**config.mk**
```make
export PLATFORM = sky130hd
export DESIGN_NAME = fetch_unit
export DESIGN_NICKNAME = d
export VERILOG_FILES = /design/src/rtl/fetch_unit_pkg.sv /design/src/rtl/fetch_unit_pc_target.sv /design/src/rtl/fetch_unit.sv
export SDC_FILE = /design/constraint.sdc
export NUM_CORES = 1
export LEC_CHECK = 0
export BUFFER_PORTS_ARGS = -buffer_cell sky130_fd_sc_hd__buf_2
export CORE_UTILIZATION = 48
export DETAILED_ROUTE_END_ITERATION = 10
export HOLD_SLACK_MARGIN = 0.05
export PLACE_DENSITY = 0.78
export SLEW_MARGIN = 20
export SYNTH_ARGS = -nofsm -noshare
export SYNTH_HDL_FRONTEND = slang
export SYNTH_SLANG_ARGS = --single-unit
```
**constraint.sdc**
```tcl
create_clock -name clk -period 3.5 [get_ports clk]
set_input_delay 0.525 -clock clk [delete_from_list [all_inputs] [get_ports clk]]
set_output_delay 0.525 -clock clk [all_outputs]
set_load 0.01 [all_outputs]
```
**src/rtl/fetch_unit_pkg.sv**
```systemverilog
// Shared types and constants for the instruction fetch unit: FSM encoding,
// default reset PC and the branch-target helper.
package fetch_unit_pkg;

  typedef enum logic [1:0] {
    ST_BOOT = 2'd0,
    ST_RUN  = 2'd1,
    ST_HOLD = 2'd2
  } fetch_state_e;

  localparam logic [31:0] PC_STEP          = 32'd4;
  localparam logic [31:0] DEFAULT_RESET_PC = 32'h0000_0000;

  // Word offset is sign-extended and scaled to bytes; the sum wraps at 2^32.
  function automatic logic [31:0] branch_target(input logic [31:0] pc4,
                                                input logic [15:0] offset);
    return pc4 + {{14{offset[15]}}, offset, 2'b00};
  endfunction

endpackage

```
**src/rtl/fetch_unit_pc_target.sv**
```systemverilog
// Redirect target selection: jump (pseudo-direct) takes priority over a taken
// branch (PC-relative).
module pc_target
  import fetch_unit_pkg::*;
(
  input  logic        jump,
  input  logic [31:0] redirect_pc4,
  input  logic [15:0] branch_offset,
  input  logic [25:0] jump_index,
  output logic [31:0] target
);

  // Pick the jump target when jump is set, otherwise the branch target.
  always_comb begin
    if (jump) begin
      target = {redirect_pc4[31:28], jump_index, 2'b00};
    end else begin
      target = branch_target(redirect_pc4, branch_offset);
    end
  end

endmodule

```
**src/rtl/fetch_unit.sv**
```systemverilog
// Instruction fetch unit: issues sequential reads to a synchronous memory,
// holds the current instruction in a skid register while decode stalls,
// and restarts from a jump/branch target on redirect.
module fetch_unit
  import fetch_unit_pkg::*;
#(
  parameter logic [31:0] RESET_PC = DEFAULT_RESET_PC
) (
  input  logic        clk,
  input  logic        rst,
  output logic        imem_en,
  output logic [31:0] imem_addr,
  input  logic [31:0] imem_rdata,
  input  logic        stall,
  input  logic        jump,
  input  logic        branch_taken,
  input  logic [31:0] redirect_pc4,
  input  logic [15:0] branch_offset,
  input  logic [25:0] jump_index,
  output logic        if_valid,
  output logic [31:0] if_instr,
  output logic [31:0] if_pc4
);

  fetch_state_e state_q, state_d;
  logic [31:0]  pc_q, pc_d;
  logic         inflight_q, inflight_d;
  logic [31:0]  fetched_pc4_q, fetched_pc4_d;
  logic [31:0]  skid_q, skid_d;
  logic [31:0]  target_s;
  logic         redirect_s;

  assign redirect_s = jump | branch_taken;

  pc_target u_pc_target (
    .jump          (jump),
    .redirect_pc4  (redirect_pc4),
    .branch_offset (branch_offset),
    .jump_index    (jump_index),
    .target        (target_s)
  );

  // Next-state and memory/decode-side outputs for the current cycle.
  always_comb begin
    state_d       = state_q;
    pc_d          = pc_q;
    inflight_d    = inflight_q;
    fetched_pc4_d = fetched_pc4_q;
    skid_d        = skid_q;
    imem_en       = 1'b0;
    imem_addr     = pc_q;
    if_valid      = 1'b0;
    if_instr      = 32'h0000_0000;
    if_pc4        = 32'h0000_0000;

    case (state_q)
      ST_BOOT: begin
        imem_en       = 1'b1;
        imem_addr     = pc_q;
        pc_d          = pc_q + PC_STEP;
        fetched_pc4_d = pc_q + PC_STEP;
        inflight_d    = 1'b1;
        state_d       = ST_RUN;
      end
      ST_RUN, ST_HOLD: begin
        if (redirect_s) begin
          imem_en       = 1'b1;
          imem_addr     = target_s;
          pc_d          = target_s + PC_STEP;
          fetched_pc4_d = target_s + PC_STEP;
          inflight_d    = 1'b1;
          skid_d        = 32'h0000_0000;
          state_d       = ST_RUN;
        end else begin
          if (state_q == ST_HOLD) begin
            if_valid = 1'b1;
            if_instr = skid_q;
          end else begin
            if_valid = inflight_q;
            if_instr = imem_rdata;
          end
          if_pc4 = fetched_pc4_q;
          if (!stall) begin
            imem_en       = 1'b1;
            imem_addr     = pc_q;
            pc_d          = pc_q + PC_STEP;
            fetched_pc4_d = pc_q + PC_STEP;
            inflight_d    = 1'b1;
            state_d       = ST_RUN;
          end else if ((state_q == ST_RUN) && inflight_q) begin
            // Memory data is only valid this cycle, so capture it for the stall.
            skid_d  = imem_rdata;
            state_d = ST_HOLD;
          end else begin
            state_d = state_q;
          end
        end
      end
      default: begin
        state_d = ST_BOOT;
      end
    endcase

    if (rst) begin
      imem_en   = 1'b0;
      imem_addr = 32'h0000_0000;
      if_valid  = 1'b0;
      if_instr  = 32'h0000_0000;
      if_pc4    = 32'h0000_0000;
    end else begin
      if_valid = if_valid;
    end
  end

  // State registers with synchronous reset.
  always_ff @(posedge clk) begin
    if (rst) begin
      state_q       <= ST_BOOT;
      pc_q          <= RESET_PC;
      inflight_q    <= 1'b0;
      fetched_pc4_q <= 32'h0000_0000;
      skid_q        <= 32'h0000_0000;
    end else begin
      state_q       <= state_d;
      pc_q          <= pc_d;
      inflight_q    <= inflight_d;
      fetched_pc4_q <= fetched_pc4_d;
      skid_q        <= skid_d;
    end
  end

endmodule

```
==> impl_metrics.ini <==
[routing]
drt_iter0_markers = 653
via_per_inst = 5.86
avgRoutedWirePerCell_um = 15.7
ant_nets = 0
first_pass_iters = 5
drt_wl_total_um = 22900
vias = 8577
drc = 0

[clocking]
cts_sinks = 67
cts_tree = built
numCtsBuffers = 9
cts.clk_slew.worst_paths_ps = 60
cts-root-buf = clkbuf_16
cts_buffer_depth = 2
cts.htree.levels = 3
clk_latency_ps = 320

[sta]
fmax_mhz = 277
rsz0062_at_grt = yes
max-slew-margin-rel_pct = 32.3
tightestPinTransition_ps = 1020
final.period_utilization_pct = 103
fin_worst_skew_ps = 6.87
setup_viol = 4
worst_slack_ps = -115
hold_viol_final = 0
fin_crit_ps = 3610
fin_tns_setup_ps = -187
slew_violations = 0

[run_status]
outcome = complete, but fails checks
failed_checks = negative setup slack

[grt]
grt_pass1_vias = 7535
globalRouteOverflowTotal = 0
grt_usage_pct = 29.1
antenna_found_initial = 1
grt_max_degree = 95
grt_pass1_wl_um = 35700

[yosys]
synth_ff_type = dfxtp_1
ys_warn_count = 0
synthArstFlopShare_pct = 0
synthDominantCellAreaShare_pct = 19.0
syn_avg_cell_area_um2 = 7.05
postSynthCellCount = 999
yosys-top-cells-area = dfxtp_1 (19%), nor2_1 (8.4%), ha_1 (6.2%)
ys_ff_latch = 67
yosys.area.top_type = dfxtp_1
syn-num-nets = 1146
synth_edf_count = 0
yosysUniqueCellTypes = 80
mappedNetlistArea_um2 = 7040
synth_seq_area_share_pct = 19.0

[floorplanning]
die_h_um = 123
io_pins = 209
die-width_um = 123
dieArea_um2 = 15200
core_area_um2 = 14100
start_util_pct = 50.0
placementRows = 43

[critical_path]
crit_path_end_kind = primary output
crit_path_start_kind = primary input
worstPathRequired_ps = 2970
critPathArrivalTime_ps = 3090
cp_max_fo = 4
crit_type = in -> out

[pwr]
p_per_area_nw_per_um2 = 327
peakVddDrop_mv = 0.168
finalPower_mw = 3.16
p_leak_nw = 4.21

[cells_and_area]
final_cell_mix = buf_2 (205), nor2_1 (157), buf_4 (126)
syn2layout_area_growth_pct = 37.3
mostFrequentLayoutCell = buf_2
nFillCells = 1188
fin_nets = 1425
n_antenna_cell = 0
stdcell_area_um2 = 9670
drive_gt1_share_pct = 33.9

[placed_design]
portBuffers = 208
placed_area_um2 = 8970
place_ws_ps = -361
hpwl_um = 17100
gp_congestion = 0.981

[job]
cap_violations = 0

[min_path]
min_path_type = in -> reg
[where the power goes]
group | switching, mW | internal, mW | leakage (nW)
sequential | 0.0659 | 0.811 | 0.546
clock | 0.337 | 0.644 | 0.163
combinational | 0.725 | 0.577 | 3.51
[through the flow]
stage	std cells	hold WS (ps)	utilization [%]
3_3_place_gp	1437	479	63.6
2_1_floorplan	999	459	-
4_1_cts	1458	458	66.9
6_report	1463	463	68.6
5_1_grt	1463	462	68.6
3_5_place_dp	1437	484	63.6
[path summary, 6_finish.rpt]
path,startpoint,endpoint,slack (ps),cells after the start
worst max register to register,fetched_pc4_q[2]$_SDFFE_PP0P_,fetched_pc4_q[30]$_SDFFE_PP0P_,650,12
worst max-delay path,branch_offset[0],imem_addr[30],-110,14
worst min-delay path,imem_rdata[1],skid_q[1]$_SDFFE_PP0P_,460,3
worst min register to register,skid_q[27]$_SDFFE_PP0P_,skid_q[27]$_SDFFE_PP0P_,490,2
[logic make-up after synthesis]
logic type / after synthesis / share of synthesized area [%]
AO/OA/AOI/OAI: 311 / 29.9
XOR/XNOR: 25 / 3.11
adder cells (fa/ha/maj): 36 / 6.50
buffers and inverters: 84 / 4.69
flip-flops: 67 / 19.0
multiplexers: 38 / 5.44
AND/OR/NAND/NOR: 438 / 31.3
[worst max-delay path, stage by stage]
cell and delay, ps:
buf_6 100, ha_4 150, inv_2 40, fa_2 190, and2b_2 250, o2111ai_4 250, a211oi_2 120, o21a_1 240
o31a_1 320, or4_4 430, nand3_4 110, nand2_4 60, a21oi_2 140, buf_2 160
[layer usage]
metal	up-vias	wire (um)	track usage [%]
li1	4257	-	-
met1	3883	9920	38.7
met2	385	10700	49.0
met3	50	1730	3.23
met4	2	532	9.26
met5	-	13	0
[cell type report]
type                       count  area, um2  area share [%]
sequential                    67       1340            13.9
clock buffer                  10        239            2.47
clock inverter                 6       87.6           0.906
inverter                      17       63.8           0.660
timing repair buffer         335       2020            20.9
multi-input combinational    848       5690            58.8
tap                          180        225            2.33
[registers in the layout, indices dropped and copies added (netlist names)]
signal / cells
fetched_pc4_q: 32
skid_q: 32
inflight_q: 1
state_q: 2
[cells in the mapped netlist (4+ instances only)]
library cell / count
a211o_1: 4
dfxtp_1: 67
mux2i_1: 36
o21ai_0: 53
a21boi_0: 4
clkbuf_1: 52
inv_1: 17
nor2_1: 158
or2_2: 4
or4_1: 6
nor2b_1: 5
xnor2_1: 12
nand2b_1: 5
a22oi_1: 34
and3_1: 16
o31a_1: 7
xor2_1: 13
a211oi_1: 28
or3_1: 10
nand4_1: 13
a21oi_1: 79
and3b_1: 6
a21o_1: 14
o211ai_1: 5
buf_1: 5
o22ai_1: 10
nor3_1: 29
ha_1: 35
nand2_1: 78
nor4_1: 10
o21ai_1: 7
buf_2: 9
nor3b_1: 7
o21a_1: 8
and2_1: 38
a31oi_1: 12
nand3_1: 34
[repair_timing]
action	in CTS	in global routing
pin swaps	14	10
hold buffers	0	0
buffers inserted	5	5
cloned	0	0
gates resized for setup	21	44
endpoints found under the setup margin	12	32
No activity file was read; power rests on OpenSTA's default activity.
